<file path="src/rtl/serv_ibus_pkg.sv">
// Shared definitions for the instruction-bus responder: FSM encoding and the
// RVC length test applied to the low two bits of a 16-bit parcel.
package serv_ibus_pkg;

  localparam logic [1:0] RVC_FULL = 2'b11;

  typedef enum logic [1:0] {
    IDLE = 2'd0,
    RD0  = 2'd1,
    RD1  = 2'd2,
    ACK  = 2'd3
  } state_t;

  // A parcel whose opcode bits are not 2'b11 is a complete 16-bit instruction.
  function automatic logic is_rvc(input logic [1:0] op);
    return op != RVC_FULL;
  endfunction

endpackage

</file>
<file path="src/rtl/serv_ibus_line.sv">
// One-entry instruction line buffer: remembers the last RAM word read and
// reports a hit for a queried word address.
module serv_ibus_line #(
  parameter int AW = 10
) (
  input  logic          clk,
  input  logic          i_rst,
  input  logic          i_load,
  input  logic          i_inv,
  input  logic [AW-1:0] i_load_adr,
  input  logic [31:0]   i_load_dat,
  input  logic [AW-1:0] i_query_adr,
  output logic          o_hit,
  output logic [31:0]   o_dat
);

  logic          valid_q, valid_d;
  logic [AW-1:0] adr_q, adr_d;
  logic [31:0]   dat_q, dat_d;

  always_comb begin
    adr_d = adr_q;
    dat_d = dat_q;
    if (i_load) begin
      adr_d = i_load_adr;
      dat_d = i_load_dat;
    end
    // Invalidate wins over a coincident load so fence.i can never be missed.
    if (i_inv)       valid_d = 1'b0;
    else if (i_load) valid_d = 1'b1;
    else             valid_d = valid_q;
  end

  always_ff @(posedge clk or posedge i_rst) begin
    if (i_rst) begin
      valid_q <= 1'b0;
      adr_q   <= '0;
      dat_q   <= '0;
    end else begin
      valid_q <= valid_d;
      adr_q   <= adr_d;
      dat_q   <= dat_d;
    end
  end

  assign o_hit = valid_q && (adr_q == i_query_adr);
  assign o_dat = dat_q;

endmodule

</file>
<file path="src/rtl/serv_ibus_resp.sv">
// Instruction-bus responder: halfword-aligned fetches from a 32-bit synchronous RAM,
// splicing two words on straddling fetches and serving repeats from a line buffer.
module serv_ibus_resp
  import serv_ibus_pkg::*;
#(
  parameter int AW     = 10,
  parameter bit WITH_C = 1'b1
) (
  input  logic          clk,
  input  logic          i_rst,
  input  logic          i_wb_cyc,
  input  logic [31:0]   i_wb_adr,
  output logic [31:0]   o_wb_rdt,
  output logic          o_wb_ack,
  input  logic          i_inv,
  output logic          o_mem_re,
  output logic [AW-1:0] o_mem_adr,
  input  logic [31:0]   i_mem_rdt
);

  localparam logic [AW-1:0] WORD_ONE = AW'(1);

  state_t        state_q, state_d;
  logic          ack_q, ack_d;
  logic [31:0]   rdt_q, rdt_d;
  logic          re_q, re_d;
  logic [AW-1:0] mem_adr_q, mem_adr_d;
  logic [15:0]   half0_q, half0_d;
  logic [AW-1:0] wa_q, wa_d;
  logic          hi_q, hi_d;

  logic [AW-1:0] wa;
  logic          hi;
  logic          line_hit, line_load;
  logic [AW-1:0] line_load_adr;
  logic [31:0]   line_dat;
  logic          unused_adr;

  assign wa         = i_wb_adr[AW+1:2];
  assign hi         = WITH_C && i_wb_adr[1];
  assign unused_adr = ^{i_wb_adr[31:AW+2], i_wb_adr[0]};

  serv_ibus_line #(.AW(AW)) u_line (
    .clk         (clk),
    .i_rst       (i_rst),
    .i_load      (line_load),
    .i_inv       (i_inv),
    .i_load_adr  (line_load_adr),
    .i_load_dat  (i_mem_rdt),
    .i_query_adr (wa),
    .o_hit       (line_hit),
    .o_dat       (line_dat)
  );

  always_comb begin
    state_d       = state_q;
    ack_d         = 1'b0;
    rdt_d         = rdt_q;
    re_d          = 1'b0;
    mem_adr_d     = mem_adr_q;
    half0_d       = half0_q;
    wa_d          = wa_q;
    hi_d          = hi_q;
    line_load     = 1'b0;
    line_load_adr = wa_q;

    case (state_q)
      IDLE: begin
        if (i_wb_cyc && !ack_q) begin
          wa_d = wa;
          hi_d = hi;
          if (line_hit && !hi) begin
            rdt_d   = line_dat;
            state_d = ACK;
          end else if (line_hit && is_rvc(line_dat[17:16])) begin
            rdt_d   = {16'h0000, line_dat[31:16]};
            state_d = ACK;
          end else if (line_hit) begin
            half0_d   = line_dat[31:16];
            re_d      = 1'b1;
            mem_adr_d = wa + WORD_ONE;
            state_d   = RD1;
          end else begin
            re_d      = 1'b1;
            mem_adr_d = wa;
            state_d   = RD0;
          end
        end
      end

      // RAM data is valid in the cycle after the read strobe, i.e. once re_q has dropped.
      RD0: begin
        if (!i_wb_cyc) state_d = IDLE;
        if (!re_q) begin
          line_load     = 1'b1;
          line_load_adr = wa_q;
          if (i_wb_cyc) begin
            if (!hi_q) begin
              rdt_d   = i_mem_rdt;
              state_d = ACK;
            end else if (is_rvc(i_mem_rdt[17:16])) begin
              rdt_d   = {16'h0000, i_mem_rdt[31:16]};
              state_d = ACK;
            end else begin
              half0_d   = i_mem_rdt[31:16];
              re_d      = 1'b1;
              mem_adr_d = wa_q + WORD_ONE;
              state_d   = RD1;
            end
          end
        end
      end

      RD1: begin
        if (!i_wb_cyc) state_d = IDLE;
        if (!re_q) begin
          line_load     = 1'b1;
          line_load_adr = wa_q + WORD_ONE;
          if (i_wb_cyc) begin
            rdt_d   = {i_mem_rdt[15:0], half0_q};
            state_d = ACK;
          end
        end
      end

      ACK: begin
        ack_d   = i_wb_cyc;
        state_d = IDLE;
      end

      default: state_d = IDLE;
    endcase
  end

  always_ff @(posedge clk or posedge i_rst) begin
    if (i_rst) begin
      state_q   <= IDLE;
      ack_q     <= 1'b0;
      rdt_q     <= '0;
      re_q      <= 1'b0;
      mem_adr_q <= '0;
      half0_q   <= '0;
      wa_q      <= '0;
      hi_q      <= 1'b0;
    end else begin
      state_q   <= state_d;
      ack_q     <= ack_d;
      rdt_q     <= rdt_d;
      re_q      <= re_d;
      mem_adr_q <= mem_adr_d;
      half0_q   <= half0_d;
      wa_q      <= wa_d;
      hi_q      <= hi_d;
    end
  end

  assign o_wb_ack  = ack_q;
  assign o_wb_rdt  = rdt_q;
  assign o_mem_re  = re_q;
  assign o_mem_adr = mem_adr_q;

endmodule

</file>
<file path="config.mk">
export PLATFORM = sky130hd
export DESIGN_NAME = serv_ibus_resp
export DESIGN_NICKNAME = d
export VERILOG_FILES = /design/src/rtl/serv_ibus_pkg.sv /design/src/rtl/serv_ibus_line.sv /design/src/rtl/serv_ibus_resp.sv
export SDC_FILE = /design/constraint.sdc
export NUM_CORES = 1
export LEC_CHECK = 0
export ABC_AREA = 1
export BUFFER_PORTS_ARGS = -buffer_cell sky130_fd_sc_hd__buf_2
export CAP_MARGIN = 5
export CORE_ASPECT_RATIO = 0.6
export CORE_MARGIN = 4
export CORE_UTILIZATION = 50
export DETAILED_ROUTE_END_ITERATION = 6
export GPL_ROUTABILITY_DRIVEN = 0
export PLACE_DENSITY = 0.74
export SLEW_MARGIN = 30
export SYNTH_ARGS = -nofsm -noshare
export SYNTH_HDL_FRONTEND = slang
export SYNTH_SLANG_ARGS = --single-unit
</file>
<file path="constraint.sdc">
create_clock -name clk -period 4.8 [get_ports clk]
set_input_delay 0.96 -clock clk [delete_from_list [all_inputs] [get_ports clk]]
set_output_delay 0.96 -clock clk [all_outputs]
set_load 0.05 [all_outputs]
</file>
==> results.md <==
* Internal power at 3.08 mW
* Ys flop type: dfrtp_1
* Root Buffer: clkbuf_16
* Synth top area share at 0.429
* First-pass GRT wire length at 33000 um
* CP required at roughly 5000 ps
* Logic gate share of total power at 0.506
* I/O Pins at between 100 and 150
* Initial Util at 0.518
* Die height at between 90 and 100 um
* Outcome: completed
* GRT overflow at 0
* Seq/Total Area, Yosys at 0.429
* Worst slew pin tran at 884 ps
* Area growth syn-to-layout at 17.0%
* Design area at a little under 8000 um2
* Reg power frac at 0.279
* H-Tree Depth at 4
* Period utilization at 0.763
* Via Count at 6780
* Total power at 6.07 mW
* DRT Pass-1 Iters at 5
* WL per Instance at roughly 17 um
* Number of cells on the critical path at 13
* Synth Area in Compound Gates at 0.118
* Syn Nets at 1046
* Crit path DAT at around 4000 ps
* PD cells at 768 nW/um2
* Yosys Warn Count at 0
* # DRC at 0
* WP buf/inv at 4
* Clock transition at path regs at around 50 ps
* Worst min path class: reg -> reg
* Clk_lat worst skew at 410 ps
* Hold bufs inserted after CTS at 0
* Dpl hpwl at 13600 um
* Final design utilization at 0.606
* Worst rel slew slack at 0.409
* Post-synth top cells: nand2_1 (413), dfrtp_1 (116), o21ai_0 (106), inv_1 (75), nand3_1 (53)
* Worst hold stages at 2
* Clk pwr share at 0.214
* Static leakage at 4.30 nW
* Top-count cell post-synth: nand2_1
* Max_cap viols at 0
* Setup TNS at 0 ps
* Initial antenna violation count at 1
* Setup CP Type: reg -> reg
* Crit Path Max Fanout at 35
* Layout fillers at ~1200
* Core area at 13100 um2
* Slew Viols, Final at 0
* Number of diodes at 0
* Final hold slack at 452 ps
* Critical path's most frequent cell: nand2_1
* Vias per inst at 5.53
* Number of nets with antenna violations after routing at 0
* Layout cell share with drive strength beyond 1 at 0.149
* CP peak stage delay at 800 ps
* Count of input and output buffers at 90
* Post-layout minimum cycle time at 3660 ps
* EDFF count, synth at 0
* Pin count of the biggest net entering global routing at 65
* Synth area leaders: dfrtp_1 (43%), nand2_1 (23%), o21ai_0 (7.8%)
* Total Wirelength at 20700 um
* Largest family of logic cells by synthesized area: simple AND/OR/NAND/NOR gates
* Synth async-reset ratio at 1.00
* Die footprint at 15500 um2
* CTS resizes at 0
* RSZ-0062 raised after global routing: false
* Crit-path cells: inv_1 -> ha_1 -> buf_4 -> inv_1 -> nor2_2 -> inv_1 -> nand2_1 -> o21ai_0 -> nand2_1 -> nand2_1 -> nand2_1 -> nand2_1 -> nand2_1
* Clock tree buffer depth at 2
* Cell row count at 32
* Post-synthesis cell type with the largest combined area: dfrtp_1
* Top delay family on crit path: buffers and inverters
* Mux cell area share after synthesis at 0
* Peak supply drop at around 0.33 mV
* Synthesized area per cell at 6.95 um2
* CTS tree: yes
* Worst R2R Path Depth at 13
* Overall Global Routing Usage at 0.269
* Post-Synth XOR/XNOR Area at 0.0168
* Final Hold Viols at 0
* Post CTS Setup Buffer Count at 0
* Mapped Area at a little under 7000 um2
* Clk_skew at 9.31 ps
* Drt initial violations at around 760
* Endpoint type of the worst setup path: flip-flop
* Yosys cell types at 36
* Final nets at 1118
* Slowest stage cell, crit path: nor2_2
* Die X at roughly 160 um
* Simple-gate portion of the synthesized area at 0.340
* Fmax at 0.273 GHz
* Vias in the first global route at 6210
* Nature of the critical path startpoint: flip-flop
* Post-placement cell area at around 7300 um2
* Endpoints failing setup at 0
* Switch Pwr at 3.00 mW
* #FFs+latches synth at 116
* Sw Ratio at 0.494
* CTS Buf Count at 17
* Post-Synthesis Cells at 972
* Clock sinks at 116
* Synth Area in Adders at 0.0111
[layer usage]
metal	part of all wire	global-route usage	wire, um
met5	0.00044	0	9
met4	0.016	0.0754	325
met3	0.12	0.0673	2510
met2	0.39	0.347	8010
met1	0.48	0.437	9830
[tightest hold or removal path: cells and delay by family (launching register included)]
kind	cells	cell delay, ps
AND/OR/NAND/NOR	1	60
flip-flops	1	320
buffers and inverters	1	40
[layout by cell type, fill, tap and decap left out, types with 5 or more instances in the layout]
cell       instances
buf_4             13
nand4_1           28
a21oi_1            9
ha_1               6
inv_1             74
dfrtp_1          116
xor2_1            12
inv_2              9
o21ai_0          106
clkinv_2           5
clkbuf_16         17
nand2_1          413
a22o_1            12
nor2_1            41
o22ai_1            9
buf_2             90
nand3_1           53
[metrics by stage]
stage / worst slack [ps] / instances
global route: 802 / 1226
floorplan: 768 / 972
detailed placement: 1350 / 1195
finish: 1140 / 1226
CTS: 1300 / 1226
global placement: 1380 / 1195
[cells by family after synthesis]
kind of cell	after synthesis
adder cells (fa/ha/maj)	6
flip-flops	116
AND/OR/NAND/NOR	553
XOR/XNOR	13
AO/OA/AOI/OAI	145
buffers and inverters	139
[power groups by stage]
stage | Combinational [mW] | Sequential [mW] | Clock, mW
floorplan | 1.79 | 2.14 | 0
global placement | 2.97 | 1.69 | 0
detailed placement | 3.00 | 1.70 | 0
CTS | 3.03 | 1.69 | 1.31
global route | 3.40 | 1.75 | 1.35
finish | 3.07 | 1.70 | 1.30
[registers in the layout, summed over array words and instances (netlist names)]
register	flops
o_wb_rdt	32
o_mem_adr	10
o_mem_re	1
wa_q	10
hi_q	1
u_line.adr_q	10
o_wb_ack	1
half0_q	16
u_line.o_dat	32
u_line.valid_q	1
state_q	2
[cell type report]
| type | count | area (um2) | area share |
|---|---|---|---|
| Multi-Input combinational cell | 717 | 3290 | 0.416 |
| Tap cell | 170 | 213 | 0.0269 |
| Inverter | 88 | 335 | 0.0424 |
| Clock buffer | 21 | 470 | 0.0595 |
| Sequential cell | 116 | 2900 | 0.367 |
| Clock inverter | 10 | 130 | 0.0165 |
| Timing Repair Buffer | 104 | 568 | 0.0718 |
[worst paths after layout]
kind,endpoint,slack (ps),start
max in group asynchronous,u_line.adr_q[4],3170,i_rst
setup reg to reg,o_wb_rdt[15],1140,state_q[1]
hold / removal,half0_q[1],450,half0_q[1]
hold reg to reg,half0_q[1],450,half0_q[1]
setup / recovery,o_wb_rdt[15],1140,state_q[1]
min in group asynchronous,o_mem_adr[6],700,i_rst
Power figures use the tool's default switching activity.
